==> src/rtl/stim_pkg.sv <==
// Shared definitions for the stimulus player.
//   state_t  : playback FSM states (binary encoded)
//   OP_W     : width of one stored opcode vector
//   OP_LINE1 / OP_LINE2 / OP_OBS : bit positions inside an opcode
package stim_pkg;

  localparam int OP_W     = 3;
  localparam int OP_LINE1 = 0;
  localparam int OP_LINE2 = 1;
  localparam int OP_OBS   = 2;

  typedef enum logic [1:0] {
    ST_IDLE = 2'd0,
    ST_RUN  = 2'd1,
    ST_DONE = 2'd2
  } state_t;

endpackage

==> src/rtl/stim_ram.sv <==
// Opcode store: DEPTH x OP_W, synchronous write, asynchronous read.
// The array has no reset; contents are undefined until loaded.
// Ports:
//   i_clk      : clock
//   i_wr_en    : write strobe (already qualified by the caller)
//   i_wr_addr  : write address
//   i_wr_data  : opcode to store
//   i_rd_addr  : read address
//   o_rd_data  : combinational read data
module stim_ram
  import stim_pkg::*;
#(
  parameter int DEPTH = 16,
  parameter int AW    = $clog2(DEPTH)
) (
  input  logic            i_clk,
  input  logic            i_wr_en,
  input  logic [AW-1:0]   i_wr_addr,
  input  logic [OP_W-1:0] i_wr_data,
  input  logic [AW-1:0]   i_rd_addr,
  output logic [OP_W-1:0] o_rd_data
);

  logic [OP_W-1:0] r_mem [DEPTH];

  always_ff @(posedge i_clk) begin
    if (i_wr_en) r_mem[i_wr_addr] <= i_wr_data;
  end

  assign o_rd_data = r_mem[i_rd_addr];

endmodule

==> src/rtl/stim_player.sv <==
// Stimulus player: replays len stored opcode vectors onto line1/line2/obs,
// one per clock, then pulses done for one cycle.
// Ports:
//   clock, reset        : clock; asynchronous active-low reset
//   wr_en/wr_addr/wr_data : opcode store write port (ignored while running)
//   start, len          : launch a run of len vectors (sampled in IDLE)
//   stop                : abort a running playback, no done pulse
//   line1, line2, obs   : registered opcode bits of the current vector
//   vec_valid           : a stored vector is on line1/line2/obs
//   pc                  : index of the vector on the outputs (zero-extended)
//   busy                : FSM in RUN
//   done                : one-cycle completion pulse (FSM in DONE)
//   dbg_state           : FSM state, for observation only
//
// Handshake: start is a level sampled only in IDLE; there is no ready/ack,
// starts seen in RUN or DONE are dropped. Vector k of a run started at edge
// N is on the outputs after edge N+1+k; the cycle after the final vector is
// the single DONE cycle.
module stim_player
  import stim_pkg::*;
#(
  parameter int DEPTH = 16,
  parameter int AW    = $clog2(DEPTH)
) (
  input  logic          clock,
  input  logic          reset,
  input  logic          wr_en,
  input  logic [AW-1:0] wr_addr,
  input  logic [2:0]    wr_data,
  input  logic          start,
  input  logic [AW:0]   len,
  input  logic          stop,
  output logic          line1,
  output logic          line2,
  output logic          obs,
  output logic          vec_valid,
  output logic [31:0]   pc,
  output logic          busy,
  output logic          done,
  output logic [1:0]    dbg_state
);

  localparam logic [AW:0] DEPTH_L = (AW+1)'(DEPTH);

  // Reset asserts asynchronously and releases on a clock edge.
  logic [1:0] r_rst_sync;
  logic       w_rst_n;

  always_ff @(posedge clock or negedge reset) begin
    if (!reset) r_rst_sync <= 2'b00;
    else        r_rst_sync <= {r_rst_sync[0], 1'b1};
  end

  assign w_rst_n = r_rst_sync[1];

  state_t          r_state;
  state_t          w_next;
  logic [AW-1:0]   r_addr;
  logic [AW-1:0]   r_last;
  logic            r_fin;
  logic [OP_W-1:0] r_op;
  logic            r_vec_valid;
  logic [AW-1:0]   r_pc;
  logic [OP_W-1:0] w_rd_data;
  logic            w_wr;
  logic [AW-1:0]   w_last;
  logic            w_launch;

  // The store is frozen while a run is in progress.
  assign w_wr = wr_en && (r_state != ST_RUN);

  // Index of the final vector; lengths above DEPTH clamp to DEPTH, and
  // len == DEPTH wraps len-1 to all-ones in AW bits, which is correct.
  assign w_last   = (len > DEPTH_L) ? '1 : (len[AW-1:0] - AW'(1));
  assign w_launch = start && (len != '0);

  stim_ram #(
    .DEPTH (DEPTH),
    .AW    (AW)
  ) u_ram (
    .i_clk     (clock),
    .i_wr_en   (w_wr),
    .i_wr_addr (wr_addr),
    .i_wr_data (wr_data),
    .i_rd_addr (r_addr),
    .o_rd_data (w_rd_data)
  );

  always_ff @(posedge clock or negedge w_rst_n) begin
    if (!w_rst_n) r_state <= ST_IDLE;
    else          r_state <= w_next;
  end

  always_comb begin
    w_next = r_state;
    case (r_state)
      ST_IDLE: begin
        if (start) w_next = w_launch ? ST_RUN : ST_DONE;
      end
      ST_RUN: begin
        // stop wins over the final-vector transition.
        if (stop)       w_next = ST_IDLE;
        else if (r_fin) w_next = ST_DONE;
      end
      ST_DONE: w_next = ST_IDLE;
      default: w_next = ST_IDLE;
    endcase
  end

  // r_fin marks that the final vector is on the outputs; the address stops
  // at r_last rather than incrementing, so it never wraps within a run.
  always_ff @(posedge clock or negedge w_rst_n) begin
    if (!w_rst_n) begin
      r_addr      <= '0;
      r_last      <= '0;
      r_fin       <= 1'b0;
      r_op        <= '0;
      r_vec_valid <= 1'b0;
      r_pc        <= '0;
    end else begin
      case (r_state)
        ST_RUN: begin
          if (stop || r_fin) begin
            r_op        <= '0;
            r_vec_valid <= 1'b0;
          end else begin
            r_op        <= w_rd_data;
            r_vec_valid <= 1'b1;
            r_pc        <= r_addr;
            if (r_addr == r_last) r_fin  <= 1'b1;
            else                  r_addr <= r_addr + AW'(1);
          end
        end
        default: begin
          r_op        <= '0;
          r_vec_valid <= 1'b0;
          if (r_state == ST_IDLE && w_launch) begin
            r_addr <= '0;
            r_last <= w_last;
            r_fin  <= 1'b0;
          end
        end
      endcase
    end
  end

  assign line1     = r_op[OP_LINE1];
  assign line2     = r_op[OP_LINE2];
  assign obs       = r_op[OP_OBS];
  assign vec_valid = r_vec_valid;
  assign pc        = 32'(r_pc);
  assign busy      = (r_state == ST_RUN);
  assign done      = (r_state == ST_DONE);
  assign dbg_state = r_state;

endmodule

==> config.mk <==
export PLATFORM = sky130hd
export DESIGN_NAME = stim_player
export DESIGN_NICKNAME = d
export VERILOG_FILES = /design/src/rtl/stim_pkg.sv /design/src/rtl/stim_ram.sv /design/src/rtl/stim_player.sv
export SDC_FILE = /design/constraint.sdc
export NUM_CORES = 1
export LEC_CHECK = 0
export CAP_MARGIN = 20
export CORE_ASPECT_RATIO = 2
export CORE_MARGIN = 10
export CORE_UTILIZATION = 45
export DETAILED_ROUTE_END_ITERATION = 10
export DONT_BUFFER_PORTS = 1
export PLACE_DENSITY = 0.69
export SLEW_MARGIN = 20
export SYNTH_ARGS = -nofsm -noshare
export SYNTH_HDL_FRONTEND = slang
export SYNTH_HIERARCHICAL = 1
export SYNTH_SLANG_ARGS = --single-unit
==> constraint.sdc <==
create_clock -name clock -period 0.9 [get_ports clock]
set_clock_uncertainty 0.1 [all_clocks]
set_input_delay 0.135 -clock clock [delete_from_list [all_inputs] [get_ports clock]]
set_output_delay 0.135 -clock clock [all_outputs]
set_load 0.02 [all_outputs]
Yosys cells after proc, flatten, opt, wreduce, memory -nomap -nowiden
Memories as Yosys holds them, arrays and structs flattened.
Index checks and enable logic that the tools add are counted.
W data, S select, Z words.
{"block": "classes", "addsub": 2, "magnitude_cmp": 1, "n_eq_ne": 9, "n_mux": 20, "n_bitwise": 2, "n_reduce_logical": 12}
{"operator": "$mux W4", "n": 5}
{"operator": "$mux W1", "n": 8}
{"operator": "$mux W2", "n": 4}
{"operator": "$mux W3", "n": 2}
{"operator": "$ne A2 B2 Y1 const B", "n": 3}
{"operator": "$reduce_and A2 Y1", "n": 3}
{"operator": "$reduce_and A3 Y1", "n": 2}
{"operator": "$gt A5 B5 Y1 const B", "n": 1}
{"operator": "$reduce_bool A5 Y1", "n": 1}
{"operator": "$add A4 B1 Y4 const B", "n": 1}
{"operator": "$eq A4 B4 Y1", "n": 1}
{"operator": "$ne A2 B1 Y1 const B", "n": 2}
{"operator": "$pmux W2 S2", "n": 1}
{"operator": "$sub A4 B1 Y4 const B", "n": 1}
{"operator": "$logic_and A1 B1 Y1", "n": 3}
{"operator": "$ne A3 B2 Y1 const B", "n": 1}
{"operator": "$eq A2 B1 Y1 const B", "n": 1}
{"operator": "$eq A2 B2 Y1 const B", "n": 1}
{"operator": "$logic_not A2 Y1", "n": 1}
{"operator": "$not A1 Y1", "n": 2}
{"operator": "$reduce_bool A2 Y1", "n": 1}
{"operator": "$logic_or A1 B1 Y1", "n": 1}
{"block": "totals", "regBits": 21, "ram_bits": 48, "in_bits": 17, "elab_cells": 55, "memories": 1}
{"memory": "u_ram.r_mem", "words": 16, "width": 3, "rd": 1, "rd_clocked_by_memory_dff": 0, "write_ports": 1, "line_no": "stim_ram.sv:24", "source": "logic [OP_W-1:0] r_mem [DEPTH];"}

Depth between registers and ports, before layout
Gate-level depths: netlist of run 1.
{"block": "logic_depth", "depth_word": 5, "mapped_depth": 7, "mapped_depth_nobuf": 6}

Modules after synthesis
The synthesis of run 1 kept the hierarchy.
{"module": "stim_ram", "instances": 1, "cells_each": 100, "area_each_um2": 1951.9}
{"module": "stim_player", "instances": 1, "cells_each": 110, "area_each_um2": 1166.1}

Worst setup path after synthesis of run 1
No wires, ideal clock.
{"block": "synth_path", "kind": "reg-to-reg", "startpoint": "register r_state[1], in the netlist dbg_state[1]", "endpoint": "memory u_ram.r_mem[0][0] (enable)", "setup_time_ps": 345, "t_arrival_ps": 1662, "t_required_ps": 455, "setup_slack_ps": -1207, "path_stages_with_launch": 5, "path_buffers": 0, "path_cell_list": "dfrtp_1 -> nand2b_1 -> and2_1 -> or3b_2 -> nor3_1"}
{"block": "synth_between", "elab_chain_cells": 4}
{"item": "start, declared", "line_no": "stim_player.sv:56", "source": "state_t r_state;"}
{"item": "start signal, assigned", "line_no": "stim_player.sv:91", "source": "else r_state <= w_next;"}
{"item": "$ne A2 B1 Y1", "line_no": "stim_player.sv:70", "source": "assign w_wr = wr_en && (r_state != ST_RUN);"}
{"item": "$logic_and A1 B1 Y1", "line_no": "stim_player.sv:70"}
{"item": "net w_wr", "line_no": "stim_player.sv:65", "source": "logic w_wr;"}
{"item": "$mux W1", "line_no": "stim_ram.sv:27", "source": "if (i_wr_en) r_mem[i_wr_addr] <= i_wr_data;"}
{"item": "$mux W1 (implied by the code)", "line_no": "stim_ram.sv:27"}
{"item": "end, declared", "line_no": "stim_ram.sv:24"}
The timed path passes the listed nets, and every way through them passes these cells.

Worst setup path after layout of run 1
{"block": "layout_path", "startpoint": "register r_state[0], in the netlist dbg_state[0]", "endpoint": "memory u_ram.r_mem[1][1] (enable)"}
Same word-level chain as after synthesis.

==> results of run 1 <==
-- Yosys cell counts (2+ instances only) --
cell,instances
edfxtp_1,48
mux4_2,4
a21oi_1,5
xor2_1,5
inv_1,3
nand2_1,7
dfrtp_1,21
a22oi_1,2
o21ai_0,3
or3b_2,2
nand3_1,13
conb_1,2
nor4b_1,2
nor3_1,5
nor2b_1,3
and2_1,4
mux4_1,8
nand3b_1,4
buf_4,28
mux2_2,4
ha_1,2
nand2b_1,4
nor2_1,16
-- registers in the layout, indices dropped and copies added, names as in the netlist --
signal	cells
dbg_state	2
r_addr	4
r_fin	1
r_last	4
r_op	3
r_pc	4
r_rst_sync	2
u_ram/r_mem	48
vec_valid	1
-- layout make-up --
type | count | area share
flip-flops and latches | 69 | 0.464
multi-input cells | 133 | 0.301
repair buffers | 61 | 0.142
clock buffers | 10 | 0.0538
well taps | 88 | 0.0259
clock inverters | 6 | 0.00940
inverters | 3 | 0.00323
-- metrics by stage --
stage	TNS, ns	power (mW)	instance area [um2]	worst slack [ns]
global route	-57.84	10.8	4260	-0.903
floorplan	-45.30	5.64	3380	-0.858
global placement	-49.58	6.27	3470	-0.896
finish	-53.89	10.3	4260	-0.870
detailed placement	-50.13	6.31	3470	-0.908
CTS	-62.00	10.0	4180	-0.849
-- timing repair --
action                     4_1_cts  5_1_grt
setup endpoints to repair       79      127
setup buffers                   21        6
pin swaps                        8       12
resized for setup               50       31
hold endpoints to repair        62        8
-- power groups by stage --
| stage | clock network (mW) | registers, mW | logic, mW |
|---|---|---|---|
| finish | 3.08 | 3.93 | 3.31 |
| global placement | 0 | 4.02 | 2.25 |
| detailed placement | 0 | 4.02 | 2.28 |
| global route | 3.26 | 3.95 | 3.54 |
| CTS | 3.14 | 3.90 | 2.99 |
| floorplan | 0 | 4.08 | 1.56 |
-- kinds of logic (layout without fill, tap and decap cells) --
group / Yosys count / in the layout / synth area share
adder cells (fa/ha/maj): 2 / 2 / 0.00802
AND/OR/NAND/NOR: 65 / 65 / 0.117
other: 2 / 29 / 0.00241
XOR/XNOR: 6 / 6 / 0.0169
flip-flops: 69 / 69 / 0.631
buffers and inverters: 35 / 80 / 0.0790
AO/OA/AOI/OAI: 15 / 15 / 0.0349
multiplexers: 16 / 16 / 0.111
-- worst max-delay path, delay by kind of cell (launching register included) --
| family | cells | cell delay [ns] |
|---|---|---|
| simple gates | 4 | 0.79 |
| flops | 1 | 0.44 |
| buf+inv | 1 | 0.14 |
-- metal layers --
layer / GRT usage / vias to the layer above / wire, um
li1: - / 857 / -
met1: 0.104 / 927 / 2190
met2: 0.258 / 50 / 4140
met3: 0.0450 / 17 / 374
met4: 0.0832 / 0 / 248
met5: 0 / - / 0
-- final timing paths --
kind / from / to / slack, ns
worst min register to register: r_rst_sync[1] / r_addr[1] / 0.09
worst min-delay path: len[0] / r_last[0] / -0.22
worst max register to register: dbg_state[0] / u_ram/r_mem[1][1] / -0.87
max in group asynchronous: reset / r_rst_sync[0] / 0.09
worst max-delay path: dbg_state[0] / u_ram/r_mem[1][1] / -0.87
min in group asynchronous: r_rst_sync[1] / r_addr[1] / 0.09
==> metrics.md, run 1 <==
| Metric | Value |
|---|---|
| Status | `finished with violations` |
| Failing checks | `negative hold slack, negative setup slack` |
| Largest net degree at the start of global routing | `20` |
| Leakage power | `between 1.5 and 2 nW` |
| Finish-stage setup viols | `79` |
| DP Cell Count | `323` |
| Syn Area/Cell | `approximately 15 um2` |
| Ys flop type | `edfxtp_1` |
| CP max stage delay | `between 0.4 and 0.5 ns` |
| Period Utilization, post-route | `1.97` |
| DR iter-0 viols | `92` |
| Die Area | `10900 um2` |
| Deepest clock path buffer count | `2` |
| Sequential share of power | `0.381` |
| GRT Util Overall | `0.132` |
| Vias in the first global route | `1999` |
| Post-layout util | `0.638` |
| Clock slew at reported path FFs | `0.05 ns` |
| CTS H-tree depth | `3` |
| NumNets Final | `296` |
| Final worst setup slack | `-0.870 ns` |
| Cts bufs inserted | `9` |
| Antenna violations before repair | `0` |
| CTS tree | `built` |
| Clk_lat worst skew | `0.33 ns` |
| Area delta synth->final | `36.6%` |
| Cells after Synth | `210` |
| Final ANT Viol Nets | `0` |
| Max cap viols | `0` |
| Clock Power Share | `0.298` |
| Final wirelength | `roughly 7.0 mm` |
| Initial core utilization | `0.467` |
| Final Max Tran Viols | `0` |
| RSZ-0062 raised after global routing | `true` |
| Worst-Margin Slew | `0.596 ns` |
| Vias per inst | `5.00` |
| #FFs+latches synth | `between 60 and 70` |
| Core area | `6670 um2` |
| Hold Vio Cnt, Final | `8` |
| Register area | `1980 um2` |
| Reg2Reg Depth | `5` |
| Clock Sinks | `69` |
| Ant. Diodes | `0` |
| First-pass GRT wire length | `10.6 mm` |
| Global placement routability congestion | `0.777` |
| Hold path cells | `1` |
| Power per cell area | `2420 nW/um2` |
| Layout Cells excl Fill | `370` |
| VDD IR-drop max | `1040 uV` |
| Ports | `57` |
| Critical-path top delay cell | `dfrtp_2` |
| Fraction of registers with async set or reset after synthesis | `0.304` |
| Horiz. Die Dim | `approximately 79 um` |
| Dominant cell type by area after synthesis | `edfxtp_1` |
| CP Cell Sequence | `nand2b_4, and2_4, or3b_4, buf_6, nor2_4` |
| Yosys top cell area share | `0.462` |
| Max_slew headroom | `0.599` |
| Hold crit path type | `primary input to flip-flop` |
| Std-Cell Rows | `42` |
| Post-DP HPWL | `4.82 mm` |
| Post-Syn Area | `approximately 3100 um2` |
| DR DRC count | `0` |
| CP Launch Type | `flip-flop` |
| CTS root buf | `clkbuf_16` |
| Final min period | `1.77 ns` |
| Area occupied by multi-input gates | `around 1300 um2` |
| Internal power | `7.30 mW` |
| Hold_ws | `-0.221 ns` |
| Port buffer count | `0` |
| Share of layout cells above drive strength 1 | `0.486` |
| Crit path arrival time | `1.70 ns` |
| CP Capture Type | `flip-flop` |
| Via count | `1851` |
| Critical Path RT | `between 0.8 and 0.9 ns` |
| Synth unique cells | `38` |
| Combinational Power Share | `0.321` |
| Seq/Total Area, Yosys | `0.631` |
| Hold Buf Count CTS | `9` |
| Number of synthesized flops with an enable pin | `48` |
| Fmax | `565 MHz` |
| FILL cells | `approximately 470` |
| Most common cell after layout, fill and taps aside | `edfxtp_1` |
| DRT Pass-1 Iters | `4` |
| Psw | `3.01 mW` |
| CP Max Fanout | `4` |
| Worst Setup Path Type | `flip-flop to flip-flop` |
| Top cells by area, synth | `edfxtp_1 (46%), dfrtp_1 (17%), buf_4 (6.7%)` |
| Synth warn | `6` |
| Most frequent cells in the layout | `edfxtp_1 (48), conb_1 (29), buf_6 (25), buf_4 (25), dfrtp_1 (14)` |
| Sw frac | `0.292` |
| WL/cell | `18.8 um` |
| Grt ovf | `0` |
| Die height | `approximately 140 um` |
Power figures use the tool's default switching activity.
==> run 2, diff against run 1 <==
--- a/config.mk
+++ b/config.mk
@@ -11,7 +11,7 @@
 export CORE_UTILIZATION = 45
 export DETAILED_ROUTE_END_ITERATION = 10
 export DONT_BUFFER_PORTS = 1
-export PLACE_DENSITY = 0.69
+export PLACE_DENSITY = 0.67
 export SLEW_MARGIN = 20
 export SYNTH_ARGS = -nofsm -noshare
 export SYNTH_HDL_FRONTEND = slang
==> constraint.sdc (replaced) <==
create_clock -name clock -period 1.9 [get_ports clock]
set_clock_uncertainty 0.1 [all_clocks]
set_input_delay 0.095 -clock clock [delete_from_list [all_inputs] [get_ports clock]]
set_output_delay 0.095 -clock clock [all_outputs]
set_load 0.02 [all_outputs]
==> run 2 against run 1 <==
- the run now ends clean
- largest cell class unchanged
- setup slack improved by 0.93 ns
- sequential share of layout area rose by 6.9 points
- combinational power fell by 71%
- count of clock-buffer cells in the layout fell by 1
- routed wire length fell by 10%
- critical path type unchanged
- critical path depth fell by 1
- highest routed layer unchanged
- hold slack improved by 0.22 ns
==> metrics.md, run 2 (synthesis gave the netlist of run 1 again) <==
| Metric | Value |
|---|---|
| Sequential share of power | `0.422 (was 0.381)` |
| Final Power | `4.42 mW (was 10.3 mW)` |
| Most frequent cells in the layout | `edfxtp_1 (48), conb_1 (29), dfrtp_1 (19) (was edfxtp_1 (48), conb_1 (29), buf_6 (25), buf_4 (25), dfrtp_1 (14))` |
| Final Max Tran Viols | `0 (unchanged)` |
| CP Max Fanout | `7 (was 4)` |
| Finish-stage setup viols | `0 (was 79)` |
| Vias per inst | `5.20 (was 5.00)` |
| DR iter-0 viols | `90 (was 92)` |
| Leakage power | `1.39 nW (was 1.62 nW)` |
| Clock Sinks | `69 (unchanged)` |
| Core area | `6670 um2 (unchanged)` |
| Largest register by flop count | `u_ram/r_mem (unchanged)` |
| Std-Cell Rows | `42 (unchanged)` |
| Layout Cells excl Fill | `339 (was 370)` |
| Worst Path Buf+Inv | `2 (was 1)` |
| Fmax | `543 MHz (was 565 MHz)` |
| Worst Setup Path Type | `flip-flop to flip-flop (unchanged)` |
| Post-DP HPWL | `4.45 mm (was 4.82 mm)` |
| Final instance area | `3700 um2 (was 4260 um2)` |
| Via count | `1764 (was 1851)` |
| Global placement routability congestion | `0.820 (was 0.777)` |
| RSZ-0062 raised after global routing | `false (was true)` |
| CTS H-tree depth | `3 (unchanged)` |
| DR DRC count | `0 (unchanged)` |
| Top delay family on crit path | `simple AND/OR/NAND/NOR gates (unchanged)` |
| Die height | `138 um (unchanged)` |
| Hold_ws | `0.00117 ns (was -0.221 ns)` |
| Hold Vio Cnt, Final | `0 (was 8)` |
| CTS root buf | `clkbuf_16 (unchanged)` |
| Share of layout cells above drive strength 1 | `0.199 (was 0.486)` |
| First-pass GRT wire length | `9.83 mm (was 10.6 mm)` |
| Final worst setup slack | `0.0584 ns (was -0.870 ns)` |
| Ports | `57 (unchanged)` |
| Max cap viols | `0 (unchanged)` |
| Area delta synth->final | `18.6% (was 36.6%)` |
| Max FFs per register | `48 (unchanged)` |
| Status | `completed (was finished with violations)` |
| Final wirelength | `6.26 mm (was 6.95 mm)` |
| Largest net degree at the start of global routing | `20 (unchanged)` |
| Initial core utilization | `0.467 (unchanged)` |
| CP max stage delay | `0.67 ns (was 0.44 ns)` |
| Psw | `1.23 mW (was 3.01 mW)` |
| CP Launch Type | `flip-flop (unchanged)` |
| Horiz. Die Dim | `78.9 um (unchanged)` |
| Critical Path RT | `2.01 ns (was 0.83 ns)` |
| VDD IR-drop max | `565 uV (was 1040 uV)` |
| # Post-CTS Setup Buffers | `0 (was 21)` |
| DP Cell Count | `307 (was 323)` |
| DRT Pass-1 Iters | `4 (unchanged)` |
| Worst-Margin Slew | `0.758 ns (was 0.596 ns)` |
| Port buffer count | `0 (unchanged)` |
| Cts bufs inserted | `9 (unchanged)` |
| WL/cell | `18.5 um (was 18.8 um)` |
| Combinational Power Share | `0.217 (was 0.321)` |
| CP Cell Sequence | `buf_4, or4b_1, buf_4, a22o_1 (was nand2b_4, and2_4, or3b_4, buf_6, nor2_4)` |
| Most common cell after layout, fill and taps aside | `edfxtp_1 (unchanged)` |
| Area after DPL | `3220 um2 (was 3470 um2)` |
| Period Utilization, post-route | `0.969 (was 1.97)` |
| NumNets Final | `265 (was 296)` |
| Sw frac | `0.278 (was 0.292)` |
| Grt ovf | `0 (unchanged)` |
| GRT Util Overall | `0.121 (was 0.132)` |
| CP Capture Type | `flip-flop (unchanged)` |
| Final setup TNS | `0 ns (was -53.89 ns)` |
| Clock slew at reported path FFs | `0.06 ns (was 0.05 ns)` |
| Vias in the first global route | `1882 (was 1999)` |
| Die Area | `10900 um2 (unchanged)` |
| Final ANT Viol Nets | `0 (unchanged)` |
| Post-layout util | `0.554 (was 0.638)` |
| CTS tree | `built (unchanged)` |
| Internal power | `3.19 mW (was 7.30 mW)` |
| Crit-path most repeated cell | `buf_4` |
| DP Worst Slack | `0.00763 ns (was -0.908 ns)` |
| Crit path arrival time | `1.95 ns (was 1.70 ns)` |
| Clk_lat worst skew | `0.33 ns (about the same)` |
| Max_slew headroom | `0.495 (was 0.599)` |
| FILL cells | `560 (was 474)` |
| Final min period | `1.84 ns (was 1.77 ns)` |
| Ant. Diodes | `0 (unchanged)` |
| Hold crit path type | `primary input to flip-flop (unchanged)` |
| Deepest clock path buffer count | `2 (unchanged)` |
| Critical-path top delay cell | `or4b_1 (was dfrtp_2)` |
| Antenna violations before repair | `0 (unchanged)` |
| Clock Power Share | `0.361 (was 0.298)` |
| Power per cell area | `1200 nW/um2 (was 2420 nW/um2)` |
[run 2: changes by cell type in the layout (fill, tap and decap cells not counted), moves of 5 or more]
| cell | delta |
|---|---|
| nor2_1 | +9 |
| nand3_1 | +5 |
| buf_6 | -25 |
| mux4_2 | -6 |
| nor2_4 | -12 |
| dfrtp_2 | -5 |
| dlygate4sd3_1 | +10 |
| mux4_1 | +6 |
| buf_4 | -12 |
| dfrtp_1 | +5 |
[run 2: path summary, 6_finish.rpt]
| kind | slack, ns | end | depth (start not counted) | start |
|---|---|---|---|---|
| setup / recovery | 0.06 | r_fin | 4 | dbg_state[0] |
| hold / removal | 0.001 | u_ram/r_mem[8][1] | 2 | wr_addr[0] |
| setup reg to reg | 0.06 | r_fin | 4 | dbg_state[0] |
| hold reg to reg | 0.21 | r_last[0] | 0 | r_rst_sync[1] |
| max in group asynchronous | 0.96 | dbg_state[0] | 0 | r_rst_sync[1] |
| min in group asynchronous | 0.21 | r_last[0] | 0 | r_rst_sync[1] |
[run 2: layout make-up]
type	instances	area [um2]	share of cell area
Clock buffer	9	225	0.0609
Sequential cell	69	1970	0.533
Multi-Input combinational cell	133	1040	0.281
Inverter	3	11.3	0.00305
Timing Repair Buffer	30	278	0.0751
Clock inverter	7	66.3	0.0179
Tap cell	88	110	0.0298
[run 2: timing repair]
action                     in CTS  in global routing
hold buffers                   14                  2
setup endpoints to repair       9                 16
gates resized for setup         0                  7
hold endpoints to repair       66                  4
[run 2: power by group through the flow]
stage	sequential [mW]	combinational (mW)	clock (mW)
floorplan	1.92	0.659	0
global placement	1.90	0.896	0
detailed placement	1.90	0.909	0
CTS	1.87	0.959	1.63
global route	1.88	1.04	1.68
finish	1.87	0.959	1.59
[run 2: layer usage]
layer | vias to the layer above | routed length (um) | global-route usage
li1 | 806 | - | -
met5 | - | 0 | 0
met4 | 0 | 165 | 0.0752
met2 | 72 | 3610 | 0.224
met3 | 12 | 436 | 0.0477
met1 | 874 | 2050 | 0.104
==> run 3, diff against run 2 <==
--- a/config.mk
+++ b/config.mk
@@ -7,11 +7,11 @@
 export LEC_CHECK = 0
 export CAP_MARGIN = 20
 export CORE_ASPECT_RATIO = 2
-export CORE_MARGIN = 10
 export CORE_UTILIZATION = 45
 export DETAILED_ROUTE_END_ITERATION = 10
 export DONT_BUFFER_PORTS = 1
 export PLACE_DENSITY = 0.67
+export SETUP_SLACK_MARGIN = 0.4
 export SLEW_MARGIN = 20
 export SYNTH_ARGS = -nofsm -noshare
 export SYNTH_HDL_FRONTEND = slang
==> run 3 against run 2 <==
- combinational power increased by 40%
- cell area is 13% higher
- non-clock buffer count up 19
- first-iteration DRC count fell by 28%
- critical path depth grew 2
- flip-flop and latch count is the same
- register-to-register slack improved by 0.05 ns
- sequential power about the same
- hold slack better by 0.032 ns
- largest power group unchanged
==> metrics.md, run 3 (synthesis gave the netlist of run 1 again) <==
| Metric | Value |
|---|---|
| Status | `completed (unchanged)` |
| Min-delay src | `start (was wr_addr[0])` |
| DRT Pass-1 Iters | `5 (was 4)` |
| CP Max Fanout | `4 (was 7)` |
| Hold crit path type | `primary input to flip-flop (unchanged)` |
| Hold_ws | `0.0333 ns (was 0.00117 ns)` |
| Most common cell after layout, fill and taps aside | `edfxtp_1 (unchanged)` |
| Period Utilization, post-route | `0.941 (was 0.969)` |
| CP Cell Sequence | `buf_6, buf_6, mux4_2, a22oi_2, nand3_1, and2_1 (was buf_4, or4b_1, buf_4, a22o_1)` |
| First-pass GRT wire length | `9.31 mm (was 9.83 mm)` |
| Hold Vio Cnt, Final | `0 (unchanged)` |
| DR iter-0 viols | `65 (was 90)` |
| CTS root buf | `clkbuf_16 (unchanged)` |
| Fmax | `560 MHz (was 543 MHz)` |
| DP Cell Count | `306 (was 307)` |
| Largest net degree at the start of global routing | `20 (unchanged)` |
| Final wirelength | `6.07 mm (was 6.26 mm)` |
| NumNets Final | `284 (was 265)` |
| GRT Util Overall | `0.188 (was 0.121)` |
| Vias per inst | `5.08 (was 5.20)` |
| Power per cell area | `1210 nW/um2 (was 1200 nW/um2)` |
| DR DRC count | `0 (unchanged)` |
| CTS H-tree depth | `3 (unchanged)` |
| Top delay family on crit path | `multiplexers (was simple AND/OR/NAND/NOR gates)` |
| CP Launch Type | `flip-flop (unchanged)` |
| Post-DP HPWL | `4.15 mm (was 4.45 mm)` |
| Max cap viols | `0 (unchanged)` |
| Critical Path RT | `2.02 ns (was 2.01 ns)` |
| DR WL met3 | `240 um (was 436 um)` |
| Via count | `1812 (was 1764)` |
| Layout Cells excl Fill | `357 (was 339)` |
| RSZ-0062 raised after global routing | `true (was false)` |
| Most frequent cells in the layout | `edfxtp_1 (48), conb_1 (29), dlygate4sd3_1 (17), buf_4 (17), dfrtp_1 (17) (was edfxtp_1 (48), conb_1 (29), dfrtp_1 (19))` |
| Cts bufs inserted | `9 (unchanged)` |
| Critical-path top delay cell | `mux4_2 (was or4b_1)` |
| Ant. Diodes | `0 (unchanged)` |
| Share of layout cells above drive strength 1 | `0.372 (was 0.199)` |
| Final setup TNS | `0 ns (unchanged)` |
| Horiz. Die Dim | `60.9 um (was 78.9 um)` |
| Area delta synth->final | `34.1% (was 18.6%)` |
| Die height | `120 um (was 138 um)` |
| Antenna violations before repair | `0 (unchanged)` |
| CP max stage delay | `0.49 ns (was 0.67 ns)` |
| Largest register by flop count | `u_ram/r_mem (unchanged)` |
| Worst Path Buf+Inv | `2 (unchanged)` |
| Final Max Tran Viols | `0 (unchanged)` |
| DR top layer | `met4 (unchanged)` |
| Clock Sinks | `69 (unchanged)` |
| Worst-Margin Slew | `0.570 ns (was 0.758 ns)` |
| Worst Setup Path Type | `flip-flop to flip-flop (unchanged)` |
| Std-Cell Rows | `42 (unchanged)` |
| Global placement routability congestion | `0.815 (was 0.820)` |
| Core area | `6670 um2 (unchanged)` |
| Initial core utilization | `0.467 (unchanged)` |
| WL met1 | `2.07 mm (was 2.05 mm)` |
| Crit path arrival time | `1.91 ns (was 1.95 ns)` |
| Final ANT Viol Nets | `0 (unchanged)` |
| CP Capture Type | `flip-flop (unchanged)` |
| Port buffer count | `0 (unchanged)` |
| VDD IR-drop max | `547 uV (was 565 uV)` |
| Leakage power | `1.57 nW (was 1.39 nW)` |
| Crit-path most repeated cell | `buf_6 (was buf_4)` |
| Max_slew headroom | `0.619 (was 0.495)` |
| Deepest clock path buffer count | `2 (unchanged)` |
| Ports | `57 (unchanged)` |
| WL/cell | `17.0 um (was 18.5 um)` |
| Clock slew at reported path FFs | `0.05 ns (was 0.06 ns)` |
| R2R Path Start | `r_addr[0] (was dbg_state[0])` |
| Worst Setup SP | `r_addr[0] (was dbg_state[0])` |
| Vias in the first global route | `1917 (was 1882)` |
| Clk_lat worst skew | `0.33 ns (about the same)` |
| Metal2 WL | `3.56 mm (was 3.61 mm)` |
| Max FFs per register | `48 (unchanged)` |
| Die Area | `7290 um2 (was 10900 um2)` |
| Final min period | `1.79 ns (was 1.84 ns)` |
| Finish-stage setup viols | `0 (unchanged)` |
| CTS tree | `built (unchanged)` |
| Grt ovf | `0 (unchanged)` |
## run 3: cell type report
type / count / area (um2)
Multi-Input combinational cell: 133 / 1280
Clock buffer: 9 / 225
Tap cell: 88 / 110
Fill cell: 500 / 2490
Timing Repair Buffer: 49 / 478
Sequential cell: 69 / 1970
Clock inverter: 6 / 103
Inverter: 3 / 11.3
## run 3: final timing paths
kind / to / cells after the start / slack (ns)
worst max-delay path: r_op[1] / 6 / 0.11
worst min-delay path: dbg_state[0] / 2 / 0.03
worst max register to register: r_op[1] / 6 / 0.11
worst min register to register: r_pc[0] / 1 / 0.10
max in group asynchronous: r_rst_sync[1] / 2 / 1.15
min in group asynchronous: r_pc[0] / 1 / 0.10
## run 3: where the power goes
| group | internal [mW] | switching, mW | total [mW] |
|---|---|---|---|
| clock network | 1.26 | 0.575 | 1.84 |
| registers | 1.74 | 0.162 | 1.90 |
| logic | 0.708 | 0.636 | 1.34 |
| total | 3.70 | 1.37 | 5.08 |
## run 3: metrics by stage
step / cell area [um2] / setup slack, ns / util / total power, mW
detailed placement: 3310 / 0.0579 / 0.496 / 2.87
floorplan: 3360 / 0.142 / - / 2.67
global placement: 3310 / 0.0822 / 0.496 / 2.84
finish: 4180 / 0.113 / 0.627 / 5.08
CTS: 4040 / 0.131 / 0.605 / 4.93
global route: 4180 / 0.0799 / 0.627 / 5.28
## run 3: timing repair
action                                  CTS  global route
hold buffers                             17             0
pin swaps                                14            10
hold endpoints to repair                 72             0
resized for setup                        28            28
endpoints found under the setup margin   65            64
cloned                                    0             0
buffers inserted                         13             6
## run 3: metal layers
metal / vias up / GRT usage
met5: - / 0
met3: 17 / 0.0463
li1: 840 / -
met4: 0 / 0.115
met2: 64 / 0.337
met1: 891 / 0.178
